**config.mk**
```make
export PLATFORM = sky130hd
export DESIGN_NAME = pipe_ctrl_unit
export DESIGN_NICKNAME = d
export VERILOG_FILES = /design/src/rtl/pipe_ctrl_unit.sv
export SDC_FILE = /design/constraint.sdc
export NUM_CORES = 1
export LEC_CHECK = 0
export ABC_AREA = 1
export CAP_MARGIN = 10
export CORE_MARGIN = 2
export CORE_UTILIZATION = 35
export DETAILED_ROUTE_END_ITERATION = 12
export SLEW_MARGIN = 20
export SYNTH_ARGS = -nofsm -noshare
export SYNTH_HDL_FRONTEND = slang
export SYNTH_SLANG_ARGS = --single-unit
export TNS_END_PERCENT = 100
```
**constraint.sdc**
```tcl
create_clock -name clk -period 1.9 [get_ports clk]
set_clock_uncertainty 0.2 [all_clocks]
set_input_delay 0.475 -clock clk [delete_from_list [all_inputs] [get_ports clk]]
set_output_delay 0.475 -clock clk [all_outputs]
set_load 0.01 [all_outputs]
```
**src/rtl/pipe_ctrl_unit.sv**
```systemverilog
// Pipeline control unit: ID decode, load-use / multi-cycle stall FSM and EX->MEM->WB control registers.
// Define CTRL_MEXT_EN to decode M-extension ops (funct7=0000001 on OP) as multi-cycle EX operations.
module pipe_ctrl_unit #(
    parameter int LOAD_BUBBLES  = 1,
    parameter int MULDIV_CYCLES = 4
) (
    input  logic        clk,
    input  logic        rst_n,
    input  logic [31:0] instr_i,
    input  logic        instr_valid_i,
    input  logic        flush_i,
    output logic        STALLSIG,
    output logic        ex_ALUSRC,
    output logic        ex_IMMTOREG,
    output logic        ex_MULDIV,
    output logic [1:0]  ex_ALUOP,
    output logic [1:0]  ex_BRANCH,
    output logic        mem_MEMWRITE,
    output logic        mem_MEMREAD,
    output logic        wb_REGWRITE,
    output logic [1:0]  wb_REGWRITESEL,
    output logic [4:0]  ex_rd,
    output logic [4:0]  mem_rd,
    output logic [4:0]  wb_rd,
    output logic        illegal_o
);

    typedef enum logic [1:0] {
        RUN    = 2'd0,
        LSTALL = 2'd1,
        MDBUSY = 2'd2
    } state_t;

    typedef struct packed {
        logic       alusrc;
        logic       immtoreg;
        logic       muldiv;
        logic [1:0] aluop;
        logic [1:0] branch;
        logic [1:0] wsel;
        logic       memwrite;
        logic       memread;
        logic       regwrite;
        logic [4:0] rd;
    } ex_ctrl_t;

    typedef struct packed {
        logic       memwrite;
        logic       memread;
        logic       regwrite;
        logic [1:0] wsel;
        logic [4:0] rd;
    } mem_ctrl_t;

    typedef struct packed {
        logic       regwrite;
        logic [1:0] wsel;
        logic [4:0] rd;
    } wb_ctrl_t;

`ifdef CTRL_MEXT_EN
    localparam logic MEXT_EN = 1'b1;
`else
    localparam logic MEXT_EN = 1'b0;
`endif

    localparam ex_ctrl_t   EX_BUBBLE = 17'b0_0_0_00_01_00_0_0_0_00000;
    localparam logic [5:0] LOAD_CNT  = 6'(LOAD_BUBBLES - 1);
    localparam logic [5:0] MD_CNT    = 6'(MULDIV_CYCLES - 1);

    // Field vector order: {ALUSRC, IMMTOREG, ALUOP, BRANCH, REGWRITESEL, MEMWRITE, MEMREAD, REGWRITE}.
    function automatic ex_ctrl_t fields_f(input logic [10:0] f);
        ex_ctrl_t c;
        c = EX_BUBBLE;
        {c.alusrc, c.immtoreg, c.aluop, c.branch, c.wsel, c.memwrite, c.memread, c.regwrite} = f;
        return c;
    endfunction

    state_t     state_q, state_d;
    logic [5:0] cnt_q, cnt_d;
    ex_ctrl_t   ex_q, ex_d, dec_s;
    mem_ctrl_t  mem_q, mem_d;
    wb_ctrl_t   wb_q, wb_d;
    logic       illegal_q;
    logic       dec_illegal_s;
    logic       uses_rs2_s;
    logic       hazard_s;
    logic       stall_s;
    logic       mem_bubble_s;
    logic       unused_funct3_s;

    assign unused_funct3_s = ^instr_i[14:12];

    // Combinational ID-stage decode; anything not listed becomes a bubble.
    always_comb begin
        dec_s         = EX_BUBBLE;
        dec_illegal_s = 1'b0;
        if (instr_valid_i) begin
            case (instr_i[6:0])
                7'b0110011: begin
                    if (instr_i[31:25] == 7'b0000001) begin
                        if (MEXT_EN) begin
                            dec_s.muldiv   = 1'b1;
                            dec_s.aluop    = 2'b10;
                            dec_s.regwrite = 1'b1;
                        end else begin
                            dec_illegal_s = 1'b1;
                        end
                    end else begin
                        dec_s = fields_f(11'b0_0_10_01_00_0_0_1);
                    end
                end
                7'b0010011: dec_s = fields_f(11'b1_0_10_01_00_0_0_1);
                7'b0000011: dec_s = fields_f(11'b1_0_00_01_01_0_1_1);
                7'b1100111: dec_s = fields_f(11'b1_0_11_10_10_0_0_1);
                7'b0100011: dec_s = fields_f(11'b1_0_00_01_00_1_0_0);
                7'b1100011: dec_s = fields_f(11'b0_0_01_11_00_0_0_0);
                7'b0110111: dec_s = fields_f(11'b0_1_00_01_00_0_0_1);
                7'b0010111: dec_s = fields_f(11'b0_0_11_11_11_0_0_1);
                7'b1101111: dec_s = fields_f(11'b0_0_11_11_10_0_0_1);
                default:    dec_illegal_s = 1'b1;
            endcase
            // rd only matters for writers; S/B immediate bits must not look like a destination.
            if (dec_s.regwrite) begin
                dec_s.rd = instr_i[11:7];
            end else begin
                dec_s.rd = 5'd0;
            end
        end else begin
            dec_illegal_s = 1'b0;
        end
    end

    // Load-use detection against the load currently in EX.
    always_comb begin
        uses_rs2_s = (instr_i[6:0] == 7'b0110011) || (instr_i[6:0] == 7'b0100011) ||
                     (instr_i[6:0] == 7'b1100011);
        if (instr_valid_i && ex_q.memread && (ex_q.rd != 5'd0)) begin
            hazard_s = (ex_q.rd == instr_i[19:15]) || (uses_rs2_s && (ex_q.rd == instr_i[24:20]));
        end else begin
            hazard_s = 1'b0;
        end
    end

    // Stall FSM next-state, stall output and EX-stage next value.
    always_comb begin
        state_d      = state_q;
        cnt_d        = cnt_q;
        stall_s      = 1'b0;
        ex_d         = dec_s;
        mem_bubble_s = 1'b0;
        case (state_q)
            RUN: begin
                if (flush_i) begin
                    ex_d    = EX_BUBBLE;
                    state_d = RUN;
                    cnt_d   = 6'd0;
                end else if (hazard_s) begin
                    stall_s = 1'b1;
                    ex_d    = EX_BUBBLE;
                    if (LOAD_BUBBLES > 1) begin
                        state_d = LSTALL;
                        cnt_d   = LOAD_CNT;
                    end else begin
                        state_d = RUN;
                        cnt_d   = 6'd0;
                    end
                end else if (dec_s.muldiv) begin
                    state_d = MDBUSY;
                    cnt_d   = MD_CNT;
                end else begin
                    state_d = RUN;
                    cnt_d   = 6'd0;
                end
            end
            LSTALL: begin
                ex_d = EX_BUBBLE;
                if (flush_i) begin
                    state_d = RUN;
                    cnt_d   = 6'd0;
                end else begin
                    stall_s = 1'b1;
                    if (cnt_q <= 6'd1) begin
                        state_d = RUN;
                        cnt_d   = 6'd0;
                    end else begin
                        cnt_d = cnt_q - 6'd1;
                    end
                end
            end
            MDBUSY: begin
                // The M-op is older than any branch in EX's shadow, so flush is ignored here.
                stall_s      = 1'b1;
                ex_d         = ex_q;
                mem_bubble_s = 1'b1;
                if (cnt_q <= 6'd1) begin
                    state_d = RUN;
                    cnt_d   = 6'd0;
                end else begin
                    cnt_d = cnt_q - 6'd1;
                end
            end
            default: begin
                state_d = RUN;
                cnt_d   = 6'd0;
                ex_d    = EX_BUBBLE;
            end
        endcase
    end

    // MEM and WB stage next values.
    always_comb begin
        if (mem_bubble_s) begin
            mem_d = '0;
        end else begin
            mem_d = '{memwrite: ex_q.memwrite, memread: ex_q.memread, regwrite: ex_q.regwrite,
                      wsel: ex_q.wsel, rd: ex_q.rd};
        end
        wb_d = '{regwrite: mem_q.regwrite, wsel: mem_q.wsel, rd: mem_q.rd};
    end

    // State, counter and stage registers.
    always_ff @(posedge clk or negedge rst_n) begin
        if (!rst_n) begin
            state_q   <= RUN;
            cnt_q     <= 6'd0;
            ex_q      <= EX_BUBBLE;
            mem_q     <= '0;
            wb_q      <= '0;
            illegal_q <= 1'b0;
        end else begin
            state_q   <= state_d;
            cnt_q     <= cnt_d;
            ex_q      <= ex_d;
            mem_q     <= mem_d;
            wb_q      <= wb_d;
            illegal_q <= dec_illegal_s;
        end
    end

    assign STALLSIG       = stall_s;
    assign ex_ALUSRC      = ex_q.alusrc;
    assign ex_IMMTOREG    = ex_q.immtoreg;
    assign ex_MULDIV      = ex_q.muldiv & MEXT_EN;
    assign ex_ALUOP       = ex_q.aluop;
    assign ex_BRANCH      = ex_q.branch;
    assign ex_rd          = ex_q.rd;
    assign mem_MEMWRITE   = mem_q.memwrite;
    assign mem_MEMREAD    = mem_q.memread;
    assign mem_rd         = mem_q.rd;
    assign wb_REGWRITE    = wb_q.regwrite;
    assign wb_REGWRITESEL = wb_q.wsel;
    assign wb_rd          = wb_q.rd;
    assign illegal_o      = illegal_q;

endmodule

```
[After elaboration in Yosys (flattened, before gate mapping)]
Cells that the tools add are included.
Cells by class
  equality and inequality tests: 14
  magnitude comparators: 1
  $add $sub $neg: 1
  multiplexer cells: 30
  reductions and logical operators: 9
Operator list (number)
  $pmux W17 S9: 1
  $mux W17: 4
  $pmux W17 S2: 1
  $eq A7 B6 Y1 const B: 3
  $eq A7 B7 Y1 const B: 3
  $pmux W6 S3: 1
  $mux W2: 8
  $eq A7 B5 Y1 const B: 2
  $mux W14: 1
  $mux W6: 2
  $eq A5 B5 Y1: 2
  $mux W10: 1
  $reduce_or A8 Y1: 1
  $eq A7 B1 Y1 const B: 1
  $eq A7 B2 Y1 const B: 1
  $mux W1: 7
  $le A6 B1 Y1 const B: 1
  $pmux W2 S3: 1
  $sub A6 B1 Y6 const B: 1
  $mux W5: 1
  $reduce_bool A5 Y1: 1
  $logic_and A1 B1 Y1: 3
  $logic_or A1 B1 Y1: 3
  $pmux W1 S3: 1
  other kinds (4): 4
Storage, ports and cells
  flip-flop bits (word level): 43
  output and inout port bits: 29

[Longest topological paths before layout]
  depth in word-level cells: 10
  mapped depth: 12

[Worst setup path before layout]
No wires, ideal clock.
  path kind: input to output
  start point: input port instr_i[3]
  end point: output port STALLSIG
  data required time: 1225 ps
  path slack: -82 ps
  stages: 9
  path buffers: 0
  data arrival time: 1307 ps
  cells stage by stage: inv_2 -> nand2_1 -> nor2_4 -> nand2_1 -> nand2_1 -> nand3_1 -> nand2_1 -> nand4_1 -> a21oi_1
On the way
  word-level cells in the longest chain between the ends: 9
  elaborated cells between the ends (all ways): 11
Ends and longest elaborated chain
  from (decl): RTL line 9  | input logic [31:0] instr_i,
  $eq A7 B6 Y1: RTL line 136  | uses_rs2_s = (instr_i[6:0] == 7'b0110011) || (instr_i[6:0] == 7'b0100011) ||
  $logic_or A1 B1 Y1: RTL line 136
  $logic_or A1 B1 Y1 (*): RTL line 136
  $logic_and A1 B1 Y1 (*): RTL line 139  | hazard_s = (ex_q.rd == instr_i[19:15]) || (uses_rs2_s && (ex_q.rd == instr_i[24:20]));
  $logic_or A1 B1 Y1 (*): RTL line 139
  $mux W1 (*): RTL line 138  | if (instr_valid_i && ex_q.memread && (ex_q.rd != 5'd0)) begin
  $mux W1 (*): RTL line 158  | end else if (hazard_s) begin
  $mux W1 (*): RTL line 154  | if (flush_i) begin
  $pmux W1 S3 (*): RTL line 152  | case (state_q)
  to (decl): RTL line 12  | output logic STALLSIG,
Mark *: on every way between the ends. The rest lies on a longest branch, timed or not.

[Worst setup path in the final report]
  start point: register ex_q, in the netlist ex_rd[1]
  end point: output port STALLSIG
On the way
  word-level cells in the longest chain between the ends: 7
  elaborated cells between the ends (all ways): 10
Ends and longest elaborated chain
  from (decl): RTL line 81  | ex_ctrl_t ex_q, ex_d, dec_s;
  from (signal assigned): RTL line 227  | ex_q <= EX_BUBBLE;
  from (signal assigned): RTL line 234  | ex_q <= ex_d;
  $eq A5 B5 Y1: RTL line 139
  $logic_and A1 B1 Y1: RTL line 139
  $logic_or A1 B1 Y1: RTL line 139
  $mux W1 (*): RTL line 138
  $mux W1 (*): RTL line 158
  $mux W1 (*): RTL line 154
  $pmux W1 S3 (*): RTL line 152
Marked as above.

==> flow_summary.json <==
{
  "vias": 1892,
  "ir_drop_mv": 0.240,
  "period_share": 1.24,
  "critPathSlowestCell": "dfrtp_2",
  "ff_latch_area_um2": 1050,
  "synth-edff-count": 0,
  "tns_ns": -0.456,
  "start_util": 0.366,
  "finalHoldViolations": 0,
  "ys_warn_count": 0,
  "grtUsageMet1": 0.181,
  "maxCapViolCount": 0,
  "drv_slew": 0,
  "p_leak_nw": 1.83,
  "insertion_delay_ns": 0.29,
  "synthArstFlopShare": 1.00,
  "num_rows": 28,
  "syn_nets": 293,
  "fmax_ghz": 0.425,
  "setup.worst_path.start_class": "flip-flop",
  "ys_ff_latch": 42,
  "port_buffers": 60,
  "post-route-drc-count": 0,
  "r2r_cells": 9,
  "postRouteAntennaNets": 0,
  "cts_root_buf": "clkbuf_8",
  "p_sw_w": 0.000390,
  "path_class": "reg2out",
  "grt_antenna_before_repair": 0,
  "combPwrFrac": 0.114,
  "switching_share": 0.232,
  "synthToLayoutAreaGrowth_pct": 52.7,
  "htree_levels": 2,
  "stdcell_count": 429,
  "n_antenna_cell": 0,
  "dr.pass1.iters": 4,
  "multi_input_area_um2": 927,
  "die-area_um2": 6880,
  "slowest_delay_ns": 0.44,
  "globalRouteOverflowTotal": 0,
  "wl_per_cell_um": 11.6,
  "worstPathMaxFanout": 5,
  "critical_path_required_ns": 1.22,
  "gp_congestion": 0.779,
  "crit_chain": "or2_1 > a21oi_2 > nand3_2 > nand2_2 > nand4_1 > a21oi_2 > buf_2",
  "min_path_cells": 0,
  "place_area_um2": 3030,
  "synth_seq_area_share": 0.483,
  "numClockSinks": 42,
  "setup_violations": 1,
  "die_w_um": 82.9,
  "synth_ff_type": "dfrtp_1",
  "min_period_ns": 2.36,
  "grt_max_degree": 28,
  "p_int_w": 0.00129,
  "grt_pass1_wl_um": 8320,
  "pre_cts_ws_ns": -1.22,
  "min_path_type": "reg2reg",
  "seqPwrFrac": 0.533,
  "grtUsageTotal": 0.146,
  "crit_top_cell": "a21oi_2",
  "synth.cell_area_um2": 2180,
  "fin_area_um2": 3330,
  "synthCells": 251,
  "die_h_um": 82.9,
  "n_fill_cell": 577,
  "drive_gt1_frac": 0.322,
  "power_density_nw_per_um2": 505,
  "postSynthAreaPerCell_um2": 8.69,
  "ys_types": 30,
  "rsz0062_at_grt": "true",
  "drt-total-wl_um": 4960,
  "cts_buffers": 5,
  "hold_slack_ns": 0.146,
  "met2_usage": 0.254,
  "dp_cells": 404,
  "place.detailed.hpwl_um": 3550,
  "io_pins": 65,
  "violations": "setup timing",
  "clk_pin_slew_ns": 0.08,
  "p_clk_frac": 0.353,
  "grt-busiest-layer": "met2",
  "core_area_um2": 5960,
  "nNetsFinal": 395,
  "endpoint_kind": "output pin",
  "worstPathArrival_ns": 1.68,
  "fin_ws_ns": -0.456,
  "grtUsageMet3": 0.0298,
  "drt_iter0_markers": 73,
  "status": "finished with violations",
  "cts_max_path_buffers": 2,
  "viasPerCell": 4.41,
  "cts_tree": "built",
  "grt_pass1_vias": 1914
}
==> final timing paths <==
check	slack [ns]	start	endpoint
max	-0.46	ex_rd[1]	STALLSIG
min in group asynchronous	0.43	rst_n	wb_rd[1]
max reg2reg	0.12	ex_rd[3]	ex_q[6]
min	0.15	mem_q[6]	wb_REGWRITESEL[1]
min reg2reg	0.15	mem_q[6]	wb_REGWRITESEL[1]
max in group asynchronous	0.53	rst_n	ex_BRANCH[0]
==> power by group through the flow <==
stage	combinational (W)	clock, W	sequential (W)
after floorplan	0.0000499	0	0.000915
after global placement	0.000176	0	0.000914
after detailed placement	0.000177	0	0.000914
after CTS	0.000187	0.000618	0.000896
after global routing	0.000211	0.000652	0.000897
final	0.000191	0.000594	0.000896
==> synth_stat cells, types with 2 or more instances <==
library cell  instances  share of area
inv_1                29          0.050
nand2_1              49          0.084
o21ai_0               2         0.0046
nand2_2               4          0.011
nand3_1              14          0.032
nor2_4                2          0.010
nand3b_1              2         0.0069
nor2_1               36          0.062
nand2_4               3          0.015
inv_2                 5         0.0086
a21oi_1               3         0.0069
nand4_1               7          0.020
buf_4                15          0.052
xor2_1                7          0.028
o21ai_2               6          0.024
ha_1                  6          0.034
dfrtp_1              41           0.47
xnor2_1               4          0.016
nor3_1                5          0.011
==> routing by layer <==
metal,up-vias,wire [um],part of all wire
met3,6,236,0.048
met1,870,2200,0.44
met2,56,2460,0.49
met5,-,0,0
met4,0,71,0.014
li1,960,-,-
==> sequential cells by signal, summed over array words and instances (netlist names) <==
signal	cells
mem_rd	5
ex_IMMTOREG	1
wb_REGWRITE	1
cnt_q	6
ex_ALUOP	2
ex_q	5
mem_q	3
state_q	2
wb_REGWRITESEL	2
ex_BRANCH	1
mem_MEMWRITE	1
ex_rd	5
illegal_o	1
mem_MEMREAD	1
wb_rd	5
ex_ALUSRC	1
==> layout make-up <==
type                            count  share of cell area
Timing Repair Buffer              112               0.304
Clock buffer                        6              0.0248
Sequential cell                    42               0.316
Tap cell                           75              0.0282
Multi-Input combinational cell    158               0.278
Inverter                           34              0.0443
Clock inverter                      2             0.00376
==> logic make-up (layout without fill, tap and decap cells) <==
| logic type | after synthesis | after routing | share of synthesized area |
|---|---|---|---|
| xor+xnor | 11 | 11 | 0.0442 |
| simple gates | 127 | 128 | 0.269 |
| flops | 42 | 42 | 0.483 |
| other cells | 1 | 1 | 0.00172 |
| buf+inv | 52 | 154 | 0.131 |
| fa+ha+maj | 6 | 6 | 0.0344 |
| compound gates | 12 | 12 | 0.0379 |
==> placed cells by master, fill, tap and decap left out, drive strengths merged, types with 2 or more instances in the layout <==
cell           Yosys  final
nor3               5      5
inv               34     34
dlymetal6s2s       0      3
clkdlybuf4s50      0     34
dfrtp             41     41
a21oi              3      3
nand2             56     57
xor2               7      7
dlygate4sd2        0     15
clkbuf             1      6
nand3             14     14
o21ai              9      9
ha                 6      6
xnor2              4      4
buf               15     59
nand4              7      7
or2                2      2
nor2              39     39
nand3b             2      2
==> critical path, delay by kind of cell (launching register included) <==
kind	cells	cell delay (ns)
and+or+nand+nor	4	0.52
DFF	1	0.44
AOI/OAI and AO/OA	2	0.28
buffers and inverters	1	0.14
==> through the flow <==
step | utilization | total power (W)
after global routing | 0.559 | 0.00176
final | 0.559 | 0.00168
after floorplan | - | 0.000965
after global placement | 0.509 | 0.00109
after detailed placement | 0.509 | 0.00109
after CTS | 0.551 | 0.00170
==> what timing repair did <==
| item | 4_1_cts | 5_1_grt |
|---|---|---|
| hold endpoints to repair | 15 | 0 |
| setup buffers | 22 | 1 |
| setup endpoints to repair | 23 | 19 |
| hold buffers | 1 | 0 |
| gates resized for setup | 66 | 17 |
| pin swaps | 16 | 7 |
| cloned | 0 | 1 |
(Power assumes the default switching activity.)
